<file path="src/rtl/xtimer.sv">
// rtl/xtimer.sv - 32-bit prescaled down-counting timer with auto-reload and level irq
// Optional PWM compare output enabled by defining XTIMER_PWM_EN.
module xtimer #(
    parameter int DATA_W  = 32,
    parameter int PRESC_W = 16
) (
    input  logic              clk,
    input  logic              rst_n,
    input  logic              sel,
    input  logic              we,
    input  logic [2:0]        addr,
    input  logic [DATA_W-1:0] data_in,
    output logic [DATA_W-1:0] data_out,
    output logic              irq
`ifdef XTIMER_PWM_EN
    ,
    output logic              pwm_out
`endif
);

    localparam logic [0:0] S_IDLE = 1'b0;
    localparam logic [0:0] S_RUN  = 1'b1;

    localparam logic [2:0] A_CTRL   = 3'd0;
    localparam logic [2:0] A_LOAD   = 3'd1;
    localparam logic [2:0] A_COUNT  = 3'd2;
    localparam logic [2:0] A_STATUS = 3'd3;
    localparam logic [2:0] A_CMP    = 3'd4;

    logic [0:0]         state_q, state_d;
    logic               auto_q, auto_d;
    logic               irq_en_q, irq_en_d;
    logic [PRESC_W-1:0] presc_q, presc_d;
    logic [PRESC_W-1:0] presc_cnt_q, presc_cnt_d;
    logic [DATA_W-1:0]  load_q, load_d;
    logic [DATA_W-1:0]  count_q, count_d;
    logic               expired_q, expired_d;
    logic               irq_q, irq_d;

    logic tick;
    logic expire;
    logic wr_ctrl, wr_load, wr_count, wr_status;

    assign wr_ctrl   = sel && we && (addr == A_CTRL);
    assign wr_load   = sel && we && (addr == A_LOAD);
    assign wr_count  = sel && we && (addr == A_COUNT);
    assign wr_status = sel && we && (addr == A_STATUS);

    // Tick fires on the clock where the prescaler counter reaches PRESC.
    assign tick = (state_q == S_RUN) && (presc_cnt_q == presc_q);

    // Next-state: ticks and expiry first, then bus writes override where they collide.
    always_comb begin
        state_d     = state_q;
        auto_d      = auto_q;
        irq_en_d    = irq_en_q;
        presc_d     = presc_q;
        presc_cnt_d = presc_cnt_q;
        load_d      = load_q;
        count_d     = count_q;
        expire      = 1'b0;

        if (state_q == S_RUN) begin
            presc_cnt_d = tick ? '0 : presc_cnt_q + PRESC_W'(1);
            // A COUNT write on the same edge swallows the tick entirely.
            if (tick && !wr_count) begin
                if (count_q != '0) begin
                    count_d = count_q - DATA_W'(1);
                end else begin
                    expire = 1'b1;
                    if (auto_q) begin
                        count_d = load_q;
                    end else begin
                        state_d = S_IDLE;
                    end
                end
            end
        end

        if (wr_ctrl) begin
            auto_d   = data_in[1];
            irq_en_d = data_in[2];
            presc_d  = data_in[8 +: PRESC_W];
            if (data_in[0]) begin
                state_d = S_RUN;
                // Only a start from IDLE reloads; EN=1 while running just retunes fields.
                if (state_q == S_IDLE) begin
                    count_d     = load_q;
                    presc_cnt_d = '0;
                end
            end else begin
                state_d     = S_IDLE;
                presc_cnt_d = '0;
                count_d     = count_q;
            end
        end

        if (wr_load) begin
            load_d = data_in;
        end

        if (wr_count) begin
            count_d = data_in;
        end

        // Expiry set takes priority over a simultaneous write-1-to-clear.
        expired_d = expire | (expired_q & ~(wr_status & data_in[0]));
        irq_d     = expired_d & irq_en_d;
    end

    // Core timer state registers.
    always_ff @(posedge clk or negedge rst_n) begin
        if (!rst_n) begin
            state_q     <= S_IDLE;
            auto_q      <= 1'b0;
            irq_en_q    <= 1'b0;
            presc_q     <= '0;
            presc_cnt_q <= '0;
            load_q      <= '0;
            count_q     <= '0;
            expired_q   <= 1'b0;
            irq_q       <= 1'b0;
        end else begin
            state_q     <= state_d;
            auto_q      <= auto_d;
            irq_en_q    <= irq_en_d;
            presc_q     <= presc_d;
            presc_cnt_q <= presc_cnt_d;
            load_q      <= load_d;
            count_q     <= count_d;
            expired_q   <= expired_d;
            irq_q       <= irq_d;
        end
    end

    assign irq = irq_q;

`ifdef XTIMER_PWM_EN
    logic [DATA_W-1:0] cmp_q;
    logic              pwm_q;

    // Compare register and registered PWM level, forced low outside RUN.
    always_ff @(posedge clk or negedge rst_n) begin
        if (!rst_n) begin
            cmp_q <= '0;
            pwm_q <= 1'b0;
        end else begin
            if (sel && we && (addr == A_CMP)) begin
                cmp_q <= data_in;
            end
            pwm_q <= (state_d == S_RUN) && (count_d < cmp_q);
        end
    end

    assign pwm_out = pwm_q;
`endif

    // Combinational read mux; reads zero whenever the block is not selected.
    always_comb begin
        data_out = '0;
        if (sel) begin
            case (addr)
                A_CTRL: begin
                    data_out[0]            = (state_q == S_RUN);
                    data_out[1]            = auto_q;
                    data_out[2]            = irq_en_q;
                    data_out[8 +: PRESC_W] = presc_q;
                end
                A_LOAD:   data_out = load_q;
                A_COUNT:  data_out = count_q;
                A_STATUS: data_out[0] = expired_q;
`ifdef XTIMER_PWM_EN
                A_CMP:    data_out = cmp_q;
`endif
                default:  data_out = '0;
            endcase
        end
    end

endmodule

</file>
<file path="config.mk">
export PLATFORM = sky130hd
export DESIGN_NAME = xtimer
export DESIGN_NICKNAME = d
export VERILOG_FILES = /design/src/rtl/xtimer.sv
export SDC_FILE = /design/constraint.sdc
export NUM_CORES = 1
export LEC_CHECK = 0
export BUFFER_PORTS_ARGS = -buffer_cell sky130_fd_sc_hd__buf_4
export CAP_MARGIN = 20
export CELL_PAD_IN_SITES_DETAIL_PLACEMENT = 0
export CELL_PAD_IN_SITES_GLOBAL_PLACEMENT = 2
export CORE_MARGIN = 2
export CORE_UTILIZATION = 37
export CTS_CLUSTER_SIZE = 10
export DETAILED_ROUTE_END_ITERATION = 8
export HOLD_SLACK_MARGIN = 0.05
export PLACE_DENSITY = 0.91
export SYNTH_ARGS = -nofsm -noshare
export SYNTH_HDL_FRONTEND = slang
export SYNTH_SLANG_ARGS = --single-unit
</file>
<file path="constraint.sdc">
create_clock -name clk -period 2.8 [get_ports clk]
set_input_delay 0.42 -clock clk [delete_from_list [all_inputs] [get_ports clk]]
set_output_delay 0.42 -clock clk [all_outputs]
set_load 0.05 [all_outputs]
</file>
Yosys cells after proc, flatten, opt, wreduce, memory -nomap -nowiden

Cells that the tools add are included.

Add/sub/neg operators: 2
Eq/ne operators: 5
Multiplexer cells: 29
Bitwise gates (word level): 5
Reductions and logical operators: 10

Operator list:

| cell                  | count |
|---|---|
| $mux 32               | 9 |
| $mux 16               | 5 |
| $pmux 16 s3           | 1 |
| $reduce_bool 32->1    | 1 |
| $sub 32x1->32 const B | 1 |
| $add 16x1->16 const B | 1 |
| $eq 16x16->1          | 1 |
| $pmux 8 s2            | 1 |
| $mux 1                | 10 |
| $pmux 5 s2            | 1 |
| $logic_and 1x1->1     | 7 |
| $eq 3x2->1 const B    | 2 |
| $pmux 2 s3            | 1 |
| $pmux 1 s4            | 1 |
| $and 1x1->1           | 3 |
| $eq 3x1->1 const B    | 1 |
| $logic_not 3->1       | 1 |
| $ne 3x2->1 const B    | 1 |
| $logic_not 1->1       | 1 |
| $not 1->1             | 1 |
| $or 1x1->1            | 1 |

Register bits: 101
Input bits: 39
Word-level logic and storage cells: 60

Depth between registers and ports, before layout

Gate-level depths: netlist (run 1).

Depth in word-level cells: 10
Mapped depth: 12
Gate-level depth less buffers: 9

Worst setup path after synthesis (run 1)

No wires, ideal clock.

Kind: input to output
Start: input port addr[1]
End: output port data_out[24]
Arrival: 2.061 ns
Slack: 0.319 ns
Stages on the path: 5
Path buffers: 2
Cell sequence: clkbuf_1 -> nor2b_1 -> clkbuf_1 -> a22oi_1 -> nor2_1

Cells in the longest elaborated chain, start to end: 3
Elaborated cells on any way between the ends: 4
Those cells by class: eq/ne (2); mux (2)

RTL lines:

| item                                     | line | RTL |
|---|---|---|
| start, declared                          | 11   | `input logic [2:0] addr,` |
| $eq 3x2->1 or $eq 3x1->1 (tied branches) | 162  | `case (addr)` |
| $pmux 8 s2 *                             | 162  |  |
| $mux 32 *                                | 161  | `if (sel) begin` |
| end, declared                            | 13   | `output logic [DATA_W-1:0] data_out,` |

Every way passes the cells marked *; elsewhere a longest branch is shown, timed or not.

Worst setup path in the final report (run 1)

Start: register count_q[14]
End: register count_q[31]

Cells in the longest elaborated chain, start to end: 8
Elaborated cells on any way between the ends: 9
Those cells by class: add/sub (1); mux (7); reduce/logical (1)

RTL lines:

| item                                                | line   | RTL |
|---|---|---|
| start, declared                                     | 36     | `logic [DATA_W-1:0] count_q, count_d;` |
| start signal, assigned                              | 130    | `count_q <= count_d;` |
| $sub 32x1->32 or $reduce_bool 32->1 (tied branches) | 68, 67 |  |
| $mux 32 *                                           | 67     | `if (count_q != '0) begin` |
| $mux 32 *                                           | 66     | `if (tick && !wr_count) begin` |
| $mux 32 *                                           | 63     | `if (state_q == S_RUN) begin` |
| $mux 32                                             | 87     | `if (state_q == S_IDLE) begin` |
| $mux 32                                             | 84     | `if (data_in[0]) begin` |
| $mux 32 *                                           | 80     | `if (wr_ctrl) begin` |
| $mux 32 *                                           | 102    | `if (wr_count) begin` |

Every way passes the cells marked *; elsewhere a longest branch is shown, timed or not. The select of a mux whose other input is x is not followed.
A chain may end at the register's enable or synchronous reset.

==> impl_summary.log, run 1 <==
INFO  metric power.density = 670.7 nW/um^2
INFO  metric critical_path.max_fanout = 17
INFO  metric fillCellCount = 1697
INFO  metric initial_antenna_violation_count = 0
INFO  metric vdd_drop_max = 384.3 uV
INFO  metric drive_above_1_share = 25.72%
INFO  metric ys_dominant_reg_cell = sky130_fd_sc_hd__dfrtp_1
INFO  metric wl_per_cell = 21.23 um
INFO  metric top_level_ports = 72
INFO  metric unrepaired_setup_endpoints_after_global_routing = no
INFO  metric setup-violations-final = 0
INFO  metric cts.path.max_buffers = 2
INFO  metric grt_overflow_total = 0
INFO  metric num-nets-final = 865
INFO  metric yosysTopAreaCellShare = 38.65%
INFO  metric power.net_switching = 2.035 mW
INFO  metric worstPathCellList = nor4_4 > nand4b_4 > or4_4 > buf_4 > a211o_1 > a21oi_1 > o21ai_1
INFO  metric synth.largest_area_cell = sky130_fd_sc_hd__dfrtp_1
INFO  metric timing.max_slew.rel_slack = 49.04%
INFO  metric post-route-worst-setup-slack = 133.8 ps
INFO  metric dp_slack = 146.3 ps
INFO  metric critical_path_arrival = 2920 ps
INFO  metric post_route_drc_violation_count = 0
INFO  metric clkLatencyLatePin = 370 ps
INFO  metric wire_length_of_the_first_global_routing_pass = 35070 um
INFO  metric viasPerCell = 5.971
INFO  metric final_antenna_net_count = 0
INFO  metric syn_inst_count = 735
INFO  metric portion_of_the_post_synthesis_area_used_by_sequential_elements = 38.65%
INFO  metric syn_avg_cell_area = 8.896 sq um
INFO  metric detailedRoute.firstPassIterationCount = 5
INFO  metric clock_tree.root_cell = sky130_fd_sc_hd__clkbuf_16
INFO  metric post_synth_and_or_nand_nor_area_fraction = 20.03%
INFO  metric num_vias = 6287
INFO  metric synth_warnings = 0
INFO  metric worstSetupStartpoint = count_q[14]
INFO  metric synth-seq-cells = 101
INFO  metric worstSetupEndpointType = flip-flop
INFO  metric fp.dieArea = 18750 sq um
INFO  metric ys_types = 66
INFO  metric groute.usage.overall = 24.45%
INFO  metric via_count_of_the_first_global_routing_pass = 6180
INFO  metric areaGrowthSynthToFinish = 20.67%
INFO  metric drt-initial-drc-count = 487
INFO  metric io_buffer_count = 71
INFO  metric synth_compound_area_share = 20.59%
INFO  metric mappedNetlistArea = 6539 sq um
INFO  metric cts_tree = built
INFO  metric critical_path.n_buffers_inverters = 1
INFO  metric timing.hold.worst.class = input pin to async pin
INFO  metric xor_and_xnor_area_share_after_synthesis = 4.018%
INFO  metric clock_power_share = 23.8%
INFO  metric max_cap_viol_count = 0
INFO  metric final.setup_skew = 13.27 ps
INFO  metric initial_core_utilization = 37.80%
INFO  metric grt_start_max_net_pins = 44
INFO  metric core_area = 17300 sq um
INFO  metric seq_area = 2527 sq um
INFO  metric mappedNetlistNets = 777
INFO  metric synth_enable_flop_cells = 0
INFO  metric comb_power_share = 32.3%
INFO  metric worst_slew_pin_slew = 761.0 ps
INFO  metric area_of_combinational_cells_with_multiple_inputs = 3756 sq um
INFO  metric yosys.area_share.adder = 0.5741%
INFO  metric die-height = 136.9 um
INFO  metric hold_buffers = 0
INFO  metric drt_wl_total = 22360 um
INFO  metric synth.most_common_cell = sky130_fd_sc_hd__nor2_1
INFO  metric critical_path_class = flip-flop to flip-flop
INFO  metric hold_viol = 0
INFO  metric worst_setup_hold_path_clk_slew = 80 ps
INFO  metric netlist_top_cells_count = sky130_fd_sc_hd__nor2_1, sky130_fd_sc_hd__dfrtp_1, sky130_fd_sc_hd__mux2_2
INFO  metric antenna-diode-count = 0
INFO  metric dominant_combinational_cell_family_by_area_after_synthesis = compound AO/OA/AOI/OAI gates
INFO  metric cts_repair_resize_count = 0
INFO  metric p_int = 3.257 mW
INFO  metric period_needed = 2666 ps
INFO  metric fin_cells = 1053
INFO  metric crit_required = 3050 ps
INFO  metric setup-tns-final = 0 ps
INFO  metric status = completed
INFO  metric critPathTopFamily = simple AND/OR/NAND/NOR gates
INFO  metric chipWidth = 136.9 um
INFO  metric numCtsBuffers = 9
INFO  metric seq_power_share = 43.9%
INFO  metric detailedPlacementHpwl = 16030 um
INFO  metric place_inst = 1034
INFO  metric tritoncts_num_sinks = 101
INFO  metric regToRegStartpoint = count_q[14]
INFO  metric power_switching_share = 38.45%
INFO  metric timing.final.crit_share = 95.22%
INFO  metric post-layout-total-power = 5.292 mW
INFO  metric worst_path_max_delay_cell = sky130_fd_sc_hd__or4_4
INFO  metric synth_top_cells_by_area = sky130_fd_sc_hd__dfrtp_1, sky130_fd_sc_hd__mux2_2, sky130_fd_sc_hd__nor2_1
INFO  metric finalWeightedCongestion = 0.9224
INFO  metric std_cell_rows = 48
INFO  metric report.final.slew_viol_count = 0
INFO  metric setup.worst_path.start_class = flip-flop
INFO  metric worst_path_largest_cell_delay = 700 ps
INFO  metric static-leakage-power = 3.508 nW
INFO  metric clock.fmax = 375.1 MHz
INFO  metric h-tree-depth = 3
INFO  metric share_of_flip_flops_with_an_asynchronous_set_or_reset = 100.0%
INFO  metric synth.mux.area_fraction = 11.84%
==> flip-flops by register name (all words and copies together) (netlist names) <==
register,cells
state_q,1
irq_en_q,1
irq,1
expired_q,1
load_q,32
count_q,32
presc_q,16
presc_cnt_q,16
auto_q,1
==> final cells by class <==
cell class | count | area share (%)
Clock buffer | 9 | 2.854
Clock inverter | 7 | 0.8088
Inverter | 10 | 0.4757
Multi-Input combinational cell | 568 | 47.61
Sequential cell | 101 | 32.03
Tap cell | 225 | 3.568
Timing Repair Buffer | 133 | 12.65
==> kinds of logic (layout without fill, tap and decap cells) <==
logic type / count (synthesis) / after routing
simple gates: 266 / 267
mux: 70 / 70
flops: 101 / 101
compound gates: 198 / 198
buf+inv: 67 / 159
xor+xnor: 30 / 30
fa+ha+maj: 3 / 3
==> final timing paths <==
path	endpoint	slack (ps)	cells past startpoint
min in group clk	count_q[28]	290	3
hold reg to reg	expired_q	560	2
setup reg to reg	count_q[31]	130	7
hold / removal	load_q[21]	60	1
max in group asynchronous	load_q[19]	1940	2
setup / recovery	count_q[31]	130	7
==> power groups by stage <==
stage               clock network (mW)  registers, mW  logic, mW
global placement                     0           2.32       1.67
floorplan                            0           2.14       1.21
CTS                               1.29           2.31       1.70
global route                      1.35           2.38       1.89
detailed placement                   0           2.34       1.69
finish                            1.26           2.32       1.71
==> cell usage in the layout (no fill, tap or decap), drive strengths merged, types with 4 or more instances in the layout <==
master	count
buf	133
nor2	117
dfrtp	101
mux2	49
nand2	46
a21oi	45
a22oi	30
xor2	28
o21ai	27
mux2i	20
nand3	14
a31oi	14
inv	14
nor3	13
nor4	13
or3	12
and3	12
nand4	12
a211oi	12
o31ai	11
o211ai	11
o22ai	10
clkbuf	9
a211o	7
a2111o	6
nor2b	5
and2	4
nor3b	4
==> metrics by stage <==
stage               utilization (%)  hold slack, ps  cell area [sq um]
finish                        45.62           58.55               7890
CTS                           45.46           82.20               7864
floorplan                         -           124.4               6539
detailed placement            43.79           467.5               7575
global placement              43.79           468.4               7575
global route                  45.62           108.9               7890
==> worst reg2reg max path, cell delays in order, from the launching register on <==
cell                       delay, ps
sky130_fd_sc_hd__dfrtp_1         470
sky130_fd_sc_hd__nor4_4          420
sky130_fd_sc_hd__nand4b_4        190
sky130_fd_sc_hd__or4_4           700
sky130_fd_sc_hd__buf_4           270
sky130_fd_sc_hd__a211o_1         290
sky130_fd_sc_hd__a21oi_1         140
sky130_fd_sc_hd__o21ai_1          70
==> layer usage <==
metal | track usage [%] | vias to the layer above | wire length (um)
li1 | - | 2888 | -
met1 | 33.74 | 3142 | 10140
met2 | 38.53 | 218 | 10430
met3 | 4.111 | 39 | 1227
met4 | 8.877 | 0 | 561
met5 | 0 | - | 0
==> repair_timing <==
action,in CTS,in global routing
hold endpoints to repair,0,0
setup buffers,0,2
setup endpoints to repair,0,1
Power figures use the tool's default switching activity.
==> run 2: changes to the inputs <==
--- a/config.mk
+++ b/config.mk
@@ -8,13 +8,14 @@
 export BUFFER_PORTS_ARGS = -buffer_cell sky130_fd_sc_hd__buf_4
 export CAP_MARGIN = 20
 export CELL_PAD_IN_SITES_DETAIL_PLACEMENT = 0
-export CELL_PAD_IN_SITES_GLOBAL_PLACEMENT = 2
+export CELL_PAD_IN_SITES_GLOBAL_PLACEMENT = 1
 export CORE_MARGIN = 2
-export CORE_UTILIZATION = 37
+export CORE_UTILIZATION = 45
+export CTS_BUF_LIST = sky130_fd_sc_hd__clkbuf_4 sky130_fd_sc_hd__clkbuf_8
 export CTS_CLUSTER_SIZE = 10
 export DETAILED_ROUTE_END_ITERATION = 8
 export HOLD_SLACK_MARGIN = 0.05
-export PLACE_DENSITY = 0.91
+export PLACE_DENSITY = 0.9
 export SYNTH_ARGS = -nofsm -noshare
 export SYNTH_HDL_FRONTEND = slang
 export SYNTH_SLANG_ARGS = --single-unit
==> impl_summary.log, run 2 (synthesis gave the netlist of run 1 again) <==
INFO  metric post_route_drc_violation_count = 0
INFO  metric cts_tree = built
INFO  metric groute.layer.met3.usage = 6.100%
INFO  metric grt_start_max_net_pins = 55
INFO  metric clkLatencyLatePin = 400 ps
INFO  metric seq_power_share = 45.8%
INFO  metric power.net_switching = 1.999 mW
INFO  metric wire_length_of_the_first_global_routing_pass = 34640 um
INFO  metric hold_viol = 0
INFO  metric setup-tns-final = 0 ps
INFO  metric max_cap_viol_count = 0
INFO  metric crit_required = 3150 ps
INFO  metric unrepaired_setup_endpoints_after_global_routing = no
INFO  metric num_vias = 6338
INFO  metric std_cell_rows = 44
INFO  metric report.final.slew_viol_count = 0
INFO  metric mostFrequentLayoutCell = sky130_fd_sc_hd__buf_4
INFO  metric utilization = 53.64%
INFO  metric groute.usage.overall = 28.18%
INFO  metric regToRegStartpoint = count_q[15]
INFO  metric numCtsBuffers = 9
INFO  metric via_count_of_the_first_global_routing_pass = 6279
INFO  metric detailedPlacementHpwl = 15560 um
INFO  metric finalWeightedCongestion = 0.9903
INFO  metric tritoncts_num_sinks = 101
INFO  metric p_int = 3.020 mW
INFO  metric h-tree-depth = 3
INFO  metric cts.path.max_buffers = 2
INFO  metric areaGrowthSynthToFinish = 17.87%
INFO  metric final.setup_skew = 17.94 ps
INFO  metric drt-initial-drc-count = 595
INFO  metric drive_above_1_share = 25.30%
INFO  metric globalRouteMet2Util = 43.11%
INFO  metric detailedRoute.firstPassIterationCount = 5
INFO  metric chipWidth = 124.5 um
INFO  metric initial_antenna_violation_count = 0
INFO  metric initial_core_utilization = 45.51%
INFO  metric die-height = 124.5 um
INFO  metric critical_path.max_fanout = 16
INFO  metric timing.final.crit_share = 92.92%
INFO  metric period_needed = 2602 ps
INFO  metric mostFrequentLayoutCells = sky130_fd_sc_hd__buf_4, sky130_fd_sc_hd__nor2_1, sky130_fd_sc_hd__dfrtp_1
INFO  metric wl_per_cell = 21.64 um
INFO  metric worst_slew_pin_slew = 702.7 ps
INFO  metric timing.hold.worst.class = input pin to async pin
INFO  metric power_switching_share = 39.83%
INFO  metric top_level_ports = 72
INFO  metric timing.max_slew.rel_slack = 52.94%
INFO  metric setup-violations-final = 0
INFO  metric num-nets-final = 859
INFO  metric worstSetupEndpointType = flip-flop
INFO  metric setup.reg_to_reg.worst_slack = 200 ps
INFO  metric fp.dieArea = 15510 sq um
INFO  metric reg2reg_to = count_q[10]
INFO  metric reg.largest.list = count_q: 32 flops, load_q: 32 flops
INFO  metric worst_setup_hold_path_clk_slew = 110 ps
INFO  metric vdd_drop_max = 360.2 uV
INFO  metric use_met1 = 39.82%
INFO  metric clock_tree.root_cell = sky130_fd_sc_hd__clkbuf_8
INFO  metric grt-busiest-layer = met2
INFO  metric postCtsSetupBuffers = 0
INFO  metric setup.worst_path.start_class = flip-flop
INFO  metric clock.fmax = 384.4 MHz
INFO  metric critical_path_arrival = 2950 ps
INFO  metric io_buffer_count = 71
INFO  metric comb_power_share = 35.3%
INFO  metric drt_wl_total = 21770 um
INFO  metric clock_power_share = 18.9%
INFO  metric core_area = 14370 sq um
INFO  metric grt_overflow_total = 0
INFO  metric reg2regPathDepth = 7
INFO  metric final_antenna_net_count = 0
INFO  metric power.density = 651.2 nW/um^2
INFO  metric critical_path_class = flip-flop to flip-flop
INFO  metric status = completed
INFO  metric viasPerCell = 6.300
INFO  metric antenna-diode-count = 0
INFO  metric static-leakage-power = 3.447 nW
[run 2: cell types whose count changed in the layout (fill, tap and decap cells not counted), sizes merged]
cell / delta
clkinv: -1
clkbuf: +1
buf: -5
nor2: -1
[run 2: area by class of cell]
| class | count | area [sq um] |
|---|---|---|
| well taps | 184 | 230.2 |
| flip-flops and latches | 101 | 2527 |
| repair buffers | 128 | 973.4 |
| clock inverters | 6 | 51.30 |
| fillers | 1353 | 6661 |
| clock buffers | 10 | 137.6 |
| multi-input cells | 567 | 3750 |
| inverters | 10 | 37.54 |
[run 2: per-stage QoR]
stage	total power [mW]	setup slack (ps)	area, sq um	hold WS (ps)	cells
floorplan	3.357	318.5	6539	124.4	735
global placement	4.003	169.4	7513	492.4	990
detailed placement	4.052	184.2	7513	505.7	990
CTS	5.013	155.6	7702	50.10	1006
global route	5.335	34.03	7707	76.86	1006
finish	5.019	198.4	7707	42.22	1006
[run 2: metal layers]
| metal | vias to the layer above | routed length (um) |
|---|---|---|
| li1 | 2878 | - |
| met1 | 3133 | 9725 |
| met2 | 284 | 9921 |
| met3 | 43 | 1622 |
| met4 | 0 | 499 |
| met5 | - | 0 |
[run 2: worst max path at each step]
stage	from	endpoint	slack [ps]	cells past startpoint
floorplan	addr[1]	data_out[24]	320	5
global placement	count_q[27]	count_q[10]	170	7
detailed placement	count_q[27]	count_q[10]	180	7
CTS	count_q[27]	count_q[10]	160	7
global route	count_q[1]	count_q[10]	30	9
finish	count_q[15]	count_q[10]	200	7
[run 2: timing repair]
item | 4_1_cts | 5_1_grt
setup endpoints to repair | 0 | 1
hold buffers | 0 | 0
gates resized for setup | 0 | 1
[run 2: power by group through the flow]
stage,combinational (mW),sequential [mW],clock (mW)
after floorplan,1.21,2.14,0
after global placement,1.71,2.29,0
after detailed placement,1.75,2.30,0
after CTS,1.76,2.28,0.978
after global routing,1.95,2.35,1.04
final,1.77,2.30,0.951
[run 2: critical path, stage by stage, from the launching register on]
cell and delay, ps:
sky130_fd_sc_hd__dfrtp_1 470, sky130_fd_sc_hd__nor4_4 380, sky130_fd_sc_hd__nand4b_4 140, sky130_fd_sc_hd__or4_4 670, sky130_fd_sc_hd__nor2_8 300, sky130_fd_sc_hd__a211oi_1 90, sky130_fd_sc_hd__a2111o_1 390, sky130_fd_sc_hd__nand2_1 80
